==> src/rtl/video_to_fifo_ctrl.sv <==
// video_to_fifo_ctrl: packs 24-bit RGB pixels four per FIFO word and issues one burst request per line.
// Error flags are live only when VIDEO_TO_FIFO_ERR_EN is defined; otherwise they read 0.
module video_to_fifo_ctrl #(
  parameter logic [11:0] H_DISP          = 12'd1920,
  parameter logic [11:0] V_DISP          = 12'd1080,
  parameter int unsigned AXI4_DATA_WIDTH = 128,
  parameter int unsigned FIFO_RST_CYCLES = 8
) (
  input  logic                       video_clk,
  input  logic                       video_rst_n,
  input  logic                       video_vs_in,
  input  logic                       video_hs_in,
  input  logic                       video_de_in,
  input  logic [23:0]                video_data_in,
  output logic [AXI4_DATA_WIDTH-1:0] fifo_data_out,
  output logic                       fifo_wr_en,
  input  logic                       fifo_full,
  output logic                       fifo_rst_n,
  output logic                       AXI_FULL_BURST_VALID,
  input  logic                       AXI_FULL_BURST_READY,
  output logic                       frame_done,
  output logic                       err_overflow,
  output logic                       err_burst_overrun,
  input  logic                       err_clr
);

`ifdef VIDEO_TO_FIFO_ERR_EN
  localparam bit ERR_EN = 1'b1;
`else
  localparam bit ERR_EN = 1'b0;
`endif

  typedef enum logic [1:0] {WAIT_VS, ACTIVE, LINE_REQ, FRAME_END} state_e;

  state_e state_q, state_d;

  logic        vs_r_q, vs_d1_q, de_r_q, de_d1_q, full_r_q, clr_r_q;
  logic [23:0] data_r_q;

  logic [11:0]                pix_cnt_q, pix_cnt_d;
  logic [11:0]                line_cnt_q, line_cnt_d;
  logic [3:0][23:0]           pix_buf_q, pix_buf_d;
  logic [AXI4_DATA_WIDTH-1:0] data_q, data_d;
  logic                       wr_en_q, wr_en_d;
  logic                       valid_q, valid_d;
  logic                       fifo_rst_n_q, fifo_rst_n_d;
  logic [15:0]                rst_cnt_q, rst_cnt_d;
  logic                       err_ovf_q, err_ovf_d;
  logic                       err_bov_q, err_bov_d;

  logic                       vs_rise, de_fall, line_req, emit, wr_ok;
  logic                       ovf_evt, bov_evt;
  logic [1:0]                 slot;
  logic [3:0][23:0]           grp;
  logic [AXI4_DATA_WIDTH-1:0] word;
  logic                       unused_hs;

  assign unused_hs = video_hs_in;

  assign vs_rise = vs_r_q & ~vs_d1_q;
  assign de_fall = de_d1_q & ~de_r_q;

  // FIFO reset pulse: low for FIFO_RST_CYCLES cycles starting the cycle after a VS rise
  always_comb begin
    rst_cnt_d    = rst_cnt_q;
    fifo_rst_n_d = 1'b1;
    if (vs_rise) begin
      rst_cnt_d    = 16'(FIFO_RST_CYCLES - 1);
      fifo_rst_n_d = 1'b0;
    end else if (rst_cnt_q != '0) begin
      rst_cnt_d    = rst_cnt_q - 16'd1;
      fifo_rst_n_d = 1'b0;
    end else begin
      rst_cnt_d = '0;
    end
  end

  always_comb begin
    state_d    = state_q;
    line_cnt_d = line_cnt_q;
    line_req   = 1'b0;
    case (state_q)
      WAIT_VS:   state_d = WAIT_VS;
      ACTIVE: begin
        if (de_fall) begin
          state_d    = LINE_REQ;
          line_cnt_d = line_cnt_q + 12'd1;
          line_req   = 1'b1;
        end
      end
      LINE_REQ:  state_d = (line_cnt_q < V_DISP) ? ACTIVE : FRAME_END;
      FRAME_END: state_d = WAIT_VS;
      default:   state_d = WAIT_VS;
    endcase
    if (vs_rise) begin
      state_d    = ACTIVE;
      line_cnt_d = '0;
      line_req   = 1'b0;
    end
  end

  // Packer: slot 0 (first pixel) lands in the most significant 32-bit lane
  always_comb begin
    pix_cnt_d = pix_cnt_q;
    pix_buf_d = pix_buf_q;
    emit      = 1'b0;
    slot      = pix_cnt_q[1:0];
    grp       = pix_buf_q;
    if (vs_rise || !de_r_q) begin
      pix_cnt_d = '0;
      pix_buf_d = '0;
    end else if (pix_cnt_q < H_DISP) begin
      grp[slot] = data_r_q;
      pix_cnt_d = pix_cnt_q + 12'd1;
      if (slot == 2'd3 || pix_cnt_q == H_DISP - 12'd1) begin
        emit      = 1'b1;
        pix_buf_d = '0;
      end else begin
        pix_buf_d = grp;
      end
    end
    word = AXI4_DATA_WIDTH'({8'h00, grp[0], 8'h00, grp[1], 8'h00, grp[2], 8'h00, grp[3]});
  end

  always_comb begin
    wr_ok   = fifo_rst_n_d && (state_q == ACTIVE || state_q == LINE_REQ) && (line_cnt_q < V_DISP);
    wr_en_d = emit & wr_ok & ~full_r_q;
    ovf_evt = emit & wr_ok & full_r_q;
    data_d  = (emit && wr_ok) ? word : data_q;
  end

  // READY is used unregistered so the handshake is judged on the same edge that sees VALID
  always_comb begin
    valid_d = valid_q;
    bov_evt = 1'b0;
    if (valid_q && AXI_FULL_BURST_READY) valid_d = 1'b0;
    if (line_req) begin
      bov_evt = valid_q & ~AXI_FULL_BURST_READY;
      valid_d = 1'b1;
    end
    if (vs_rise) valid_d = 1'b0;
  end

  always_comb begin
    err_ovf_d = ERR_EN & ((err_ovf_q & ~clr_r_q) | ovf_evt);
    err_bov_d = ERR_EN & ((err_bov_q & ~clr_r_q) | bov_evt);
  end

  always_ff @(posedge video_clk or negedge video_rst_n) begin
    if (!video_rst_n) begin
      vs_r_q       <= 1'b0;
      vs_d1_q      <= 1'b0;
      de_r_q       <= 1'b0;
      de_d1_q      <= 1'b0;
      full_r_q     <= 1'b0;
      clr_r_q      <= 1'b0;
      data_r_q     <= '0;
      state_q      <= WAIT_VS;
      pix_cnt_q    <= '0;
      line_cnt_q   <= '0;
      pix_buf_q    <= '0;
      data_q       <= '0;
      wr_en_q      <= 1'b0;
      valid_q      <= 1'b0;
      fifo_rst_n_q <= 1'b0;
      rst_cnt_q    <= '0;
      err_ovf_q    <= 1'b0;
      err_bov_q    <= 1'b0;
    end else begin
      vs_r_q       <= video_vs_in;
      vs_d1_q      <= vs_r_q;
      de_r_q       <= video_de_in;
      de_d1_q      <= de_r_q;
      full_r_q     <= fifo_full;
      clr_r_q      <= err_clr;
      data_r_q     <= video_data_in;
      state_q      <= state_d;
      pix_cnt_q    <= pix_cnt_d;
      line_cnt_q   <= line_cnt_d;
      pix_buf_q    <= pix_buf_d;
      data_q       <= data_d;
      wr_en_q      <= wr_en_d;
      valid_q      <= valid_d;
      fifo_rst_n_q <= fifo_rst_n_d;
      rst_cnt_q    <= rst_cnt_d;
      err_ovf_q    <= err_ovf_d;
      err_bov_q    <= err_bov_d;
    end
  end

  assign fifo_data_out        = data_q;
  assign fifo_wr_en           = wr_en_q;
  assign fifo_rst_n           = fifo_rst_n_q;
  assign AXI_FULL_BURST_VALID = valid_q;
  assign frame_done           = (state_q == FRAME_END);
  assign err_overflow         = err_ovf_q;
  assign err_burst_overrun    = err_bov_q;

endmodule

==> config.mk <==
export PLATFORM = sky130hd
export DESIGN_NAME = video_to_fifo_ctrl
export DESIGN_NICKNAME = d
export VERILOG_FILES = /design/src/rtl/video_to_fifo_ctrl.sv
export SDC_FILE = /design/constraint.sdc
export NUM_CORES = 1
export LEC_CHECK = 0
export CAP_MARGIN = 0
export CORE_MARGIN = 2
export CORE_UTILIZATION = 60
export CTS_BUF_LIST = sky130_fd_sc_hd__clkbuf_8
export DETAILED_ROUTE_END_ITERATION = 7
export GPL_TIMING_DRIVEN = 0
export PLACE_DENSITY = 0.87
export SETUP_SLACK_MARGIN = 0.1
export SLEW_MARGIN = 15
export SYNTH_ARGS = -nofsm -noshare
export SYNTH_HDL_FRONTEND = slang
export SYNTH_SLANG_ARGS = --single-unit
==> constraint.sdc <==
create_clock -name video_clk -period 5.58 [get_ports video_clk]
set_input_delay 1.674 -clock video_clk [delete_from_list [all_inputs] [get_ports video_clk]]
set_output_delay 1.674 -clock video_clk [all_outputs]
set_load 0.03 [all_outputs]
Yosys cells after proc, flatten, opt, wreduce, memory -nomap -nowiden:

Index checks and enable logic that the tools add are counted.

* add/sub/neg operators: 3
* order comparisons: 4
* equality and inequality tests: 6
* muxes and demuxes: 30
* bitwise logic cells: 7
* reduce and logical (&&, ||, !) cells: 17

Operators with widths (count)
* 96-bit 2-to-1 mux: 5
* 96-bit bitwise mux: 1
* 12-bit 2-to-1 mux: 5
* 24-bit demux with 2-bit select: 1
* 16-bit 2-to-1 mux: 2
* 12-bit by 1-bit adder with 12-bit output (second input constant): 2
* 12-bit by 11-bit less-than comparator with 1-bit output (second input constant): 2
* 24-bit 2-to-1 mux: 1
* 16-bit nonzero test: 1
* 16-bit by 1-bit subtractor with 16-bit output (second input constant): 1
* 12-bit by 11-bit == test with 1-bit output (second input constant): 1
* 1-bit 2-to-1 mux: 11
* 2-bit == test (second input constant): 3
* 2-bit 2-to-1 mux: 3
* 2-bit case mux with 3 select lines: 1
* 2-bit nonzero test: 3
* 1-bit logical AND: 5
* 1-bit AND: 4
* 1-bit logical OR: 3
* 2-bit by 3-bit less-than comparator with 1-bit output (second input constant): 1
* 3-bit != test (second input constant): 1
* 1-bit inverter: 3
* 3-bit nonzero test: 1
* 2-bit by 1-bit == test with 1-bit output (second input constant): 1
* other kinds (5): 5

* bits in registers: 266
* bits of input ports: 32
* output and inout port bits: 134
* logic and storage cells: 85

Depth between registers and ports, before layout:

* depth in word-level cells: 8
* gate-level depth with buffers: 8
* mapped depth without buffers: 7

Worst setup path after synthesis:

Ideal clock, no wire load.

* path kind: flip-flop to output port
* start: register state_q[0]
* end: output frame_done
* arrival: 0.682 ns
* required time: 3.906 ns
* slack: 3.224 ns
* stages on the path, launching flop included: 2
* path buffers: 0
* path through: dfrtp_1 > ha_1

* word-level cells in the longest chain between the ends: 1

RTL lines
* start: declaration: line 35 `state_e state_q, state_d;`
* start signal: assignment: line 177 `state_q <= state_d;`
* 2-bit == test: line 195 `assign frame_done = (state_q == FRAME_END);`
* end: declaration: line 21 `output logic frame_done,`

Every way passes these cells.

Worst setup path after layout:

Same ends and word-level chain as after synthesis.

==> run_results.csv <==
group,metric,value,unit
timing,setup_slack,2.16,ns
die,die_y,143,um
layout,stdcell_count,1507,
route,vias_per_cell,5.67,
die,io_pins,166,
synth,yosys.area_share.simple,0.123,
synth,synth_compound_area_frac,0.0744,
power_and_ir_drop,power_leakage,6.81,nW
clocking,cts_root_buf,"clkbuf_8",
clocking,cts_tree,"yes",
synth,syn_area,11700,um2
clocking,cts_sinks,250,
timing,finalCritPeriodShare,0.613,
outcome,status,"complete, no violations",
die,dieWidth,143,um
route,ant_nets,0,
worst_setup_path,critPathKind,"reg -> out",
synth,synth-async-reset-ratio,1.00,
synth,synth_ff_type,"dfrtp_1",
grt,first_global_vias,8541,
route,wl,27800,um
clocking,clk_pin_slew,0.06,ns
clocking,cts_buffer_depth,3,
worst_setup_path,r2r_cells,8,
timing,timing.hold.ws,0.396,ns
run,drv_cap,0,
worst_setup_path,cp_max_fo,3,
layout,fin_nets,1257,
worst_hold_path,min_path_type,"reg -> reg",
timing,setup_viol,0,
timing,rsz0062_at_grt,"false",
timing,fin_skew,0.0271,ns
grt,grt_pass1_wl,44400,um
synth,synth_edf_count,0,
power_and_ir_drop,p_total,0.00425,W
layout,drive_gt1_frac,0.239,
placed_design,port_buffers,129,
timing,finalHoldViolCount,0,
timing,min_period,3.42,ns
synth,yosysSeqAreaShare,0.536,
synth,ys_seq_elements,250,
timing,worst_pin_slew,0.551,ns
synth,syn_inst,1009,
synth,muxShareOfSynthArea,0.183,
worst_setup_path,worst_setup_path_end_kind,"output pin",
route,drc,0,
route,firstDrtPassIters,5,
worst_setup_path,cp.required,3.91,ns
placed_design,hpwl,18800,um
layout,syn_to_final_growth,22.5,%
die,start_util,0.605,
die,core-area,19300,um2
synth,avgSynthCellArea,11.6,um2
worst_setup_path,slowest_stage,"clkdlybuf4s50_1",
grt,grt_use_total,0.274,
worst_setup_path,start_kind,"flop",
placed_design,post-place-ws,2.69,ns
worst_setup_path,reg2reg_to,"fifo_data_out[102]$_DFFE_PN0P_",
worst_setup_path,cp-endpoint,"frame_done",
worst_setup_path,r2r_slack,2.63,ns
clocking,cts_buffers,41,
worst_setup_path,max_stage_delay,0.66,ns
synth,synth.distinct_cells,40,
worst_setup_path,crit_start,"state_q[0]$_DFFE_PN0P_",
route,dr_total_vias,8538,
power_and_ir_drop,peakVddDrop,192,uV
route,drt_iter0_drc,645,
clocking,cts_setup_buffers,0,
timing,setup_tns,0,ns
timing,slew_headroom,0.632,
synth,yosys.area_share.adder,0.00965,
worst_setup_path,crit_chain,"ha_1, clkdlybuf4s50_1",
synth,yosys_warnings,0,
timing,report.final.slew_viol_count,0,
clocking,clk_latency,0.54,ns
grt,antenna_found_initial,0,
grt,grt_start_max_net_pins,100,
power_and_ir_drop,power.density,298,nW/um2
grt,grt_remaining_overflow,0,
synth,synth_top_family_by_area,"multiplexers",
layout,antenna_cells,0,
placed_design,placedCellCount,1438,
synth,synth-xor-area-share,0.0225,
timing,fmax,292,MHz
clocking,post_cts_resized,0,
die,num_rows,51,
die,die_area,20600,um2
worst_setup_path,r2r-start,"pix_cnt_q[0]$_DFFE_PN0P_",
clocking,ctsHoldBuffers,0,
route,wl_per_cell,18.4,um
clocking,htreeDepth,2,
worst_setup_path,arrival,1.75,ns
placed_design,gp_congestion,0.834,
metal layers:
metal | wire length (um) | track usage
met5 | 0 | 0
met4 | 762 | 0.102
met3 | 2070 | 0.0733
met2 | 13400 | 0.441
met1 | 11500 | 0.361
area by class of cell:
cell class / instances / area [um2]
flip-flops and latches: 250 / 6260
fillers: 1307 / 4980
multi-input cells: 683 / 4940
repair buffers: 131 / 1350
clock buffers: 52 / 716
plain buffers: 100 / 558
well taps: 265 / 332
clock inverters: 17 / 103
inverters: 9 / 33.8
worst max-delay path, delay by kind of cell (launching register included):
| kind | cells | cell delay [ns] |
|---|---|---|
| buf+inv | 1 | 0.66 |
| flops | 1 | 0.40 |
| fa+ha+maj | 1 | 0.16 |
synthesized netlist by cell type (12+ instances only):
library cell,count,area share
nor2_1,40,0.013
nor2b_1,74,0.040
and3_1,16,0.0086
buf_4,34,0.022
clkbuf_1,47,0.015
mux2_4,40,0.051
dfrtp_1,250,0.54
a21oi_1,79,0.034
xnor2_1,18,0.014
mux2_2,136,0.13
buf_2,14,0.0060
nand3_1,82,0.035
nand2_1,21,0.0068
xor2_1,12,0.0090
o21ai_0,77,0.033
cell usage in the layout, fill, tap and decap left out, types with 3 or more instances in the layout:
cell	n
mux2_4	40
a21oi_1	79
buf_6	5
nor4_1	4
conb_1	34
nand2_1	21
buf_4	34
dfrtp_1	250
mux2_2	136
inv_1	19
nor2b_1	74
nand4_1	6
buf_2	14
o31ai_1	3
clkbuf_1	47
nor3_1	6
clkdlybuf4s50_1	128
clkbuf_8	52
clkinv_2	4
xor2_1	12
ha_1	9
and2_0	3
and3_1	16
nor2_1	40
nand2b_1	4
nand3_1	82
xnor2_1	18
o21ai_0	77
flip-flops by register name (all words and copies together), names as in the netlist:
name / count
fifo_data_out: 96
pix_buf_q: 80
data_r_q: 24
rst_cnt_q: 16
line_cnt_q: 12
pix_cnt_q: 12
state_q: 2
AXI_FULL_BURST_VALID: 1
de_d1_q: 1
de_r_q: 1
fifo_rst_n: 1
fifo_wr_en: 1
full_r_q: 1
vs_d1_q: 1
vs_r_q: 1
stage by stage:
stage,util,instance area (um2)
5_1_grt,0.742,14300
3_3_place_gp,0.696,13400
6_report,0.742,14300
4_1_cts,0.742,14300
3_5_place_dp,0.699,13500
2_1_floorplan,-,11800
cells by family after synthesis:
kind of cell               count (synthesis)
AOI/OAI and AO/OA                        166
other                                      1
adders and majority gates                  9
muxes                                    176
xor gates and xnor gates                  30
buffers and inverters                    109
and+or+nand+nor                          268
DFF                                      250
power breakdown:
group	total [W]	switching [W]	internal, W
logic	0.000611	0.000345	0.000265
registers	0.00204	0.000122	0.00192
clock network	0.00160	0.000720	0.000880
total	0.00425	0.00119	0.00307
worst min path at each step:
stage	slack, ns	end	cells after the start	from
2_1_floorplan	0.37	vs_d1_q$_DFF_PN0_	0	vs_r_q$_DFF_PN0_
3_3_place_gp	0.38	vs_d1_q$_DFF_PN0_	0	vs_r_q$_DFF_PN0_
3_5_place_dp	0.39	vs_d1_q$_DFF_PN0_	0	vs_r_q$_DFF_PN0_
4_1_cts	0.40	vs_d1_q$_DFF_PN0_	0	vs_r_q$_DFF_PN0_
5_1_grt	0.40	vs_d1_q$_DFF_PN0_	0	vs_r_q$_DFF_PN0_
6_report	0.40	vs_d1_q$_DFF_PN0_	0	vs_r_q$_DFF_PN0_
No activity file was read; power rests on OpenSTA's default activity.
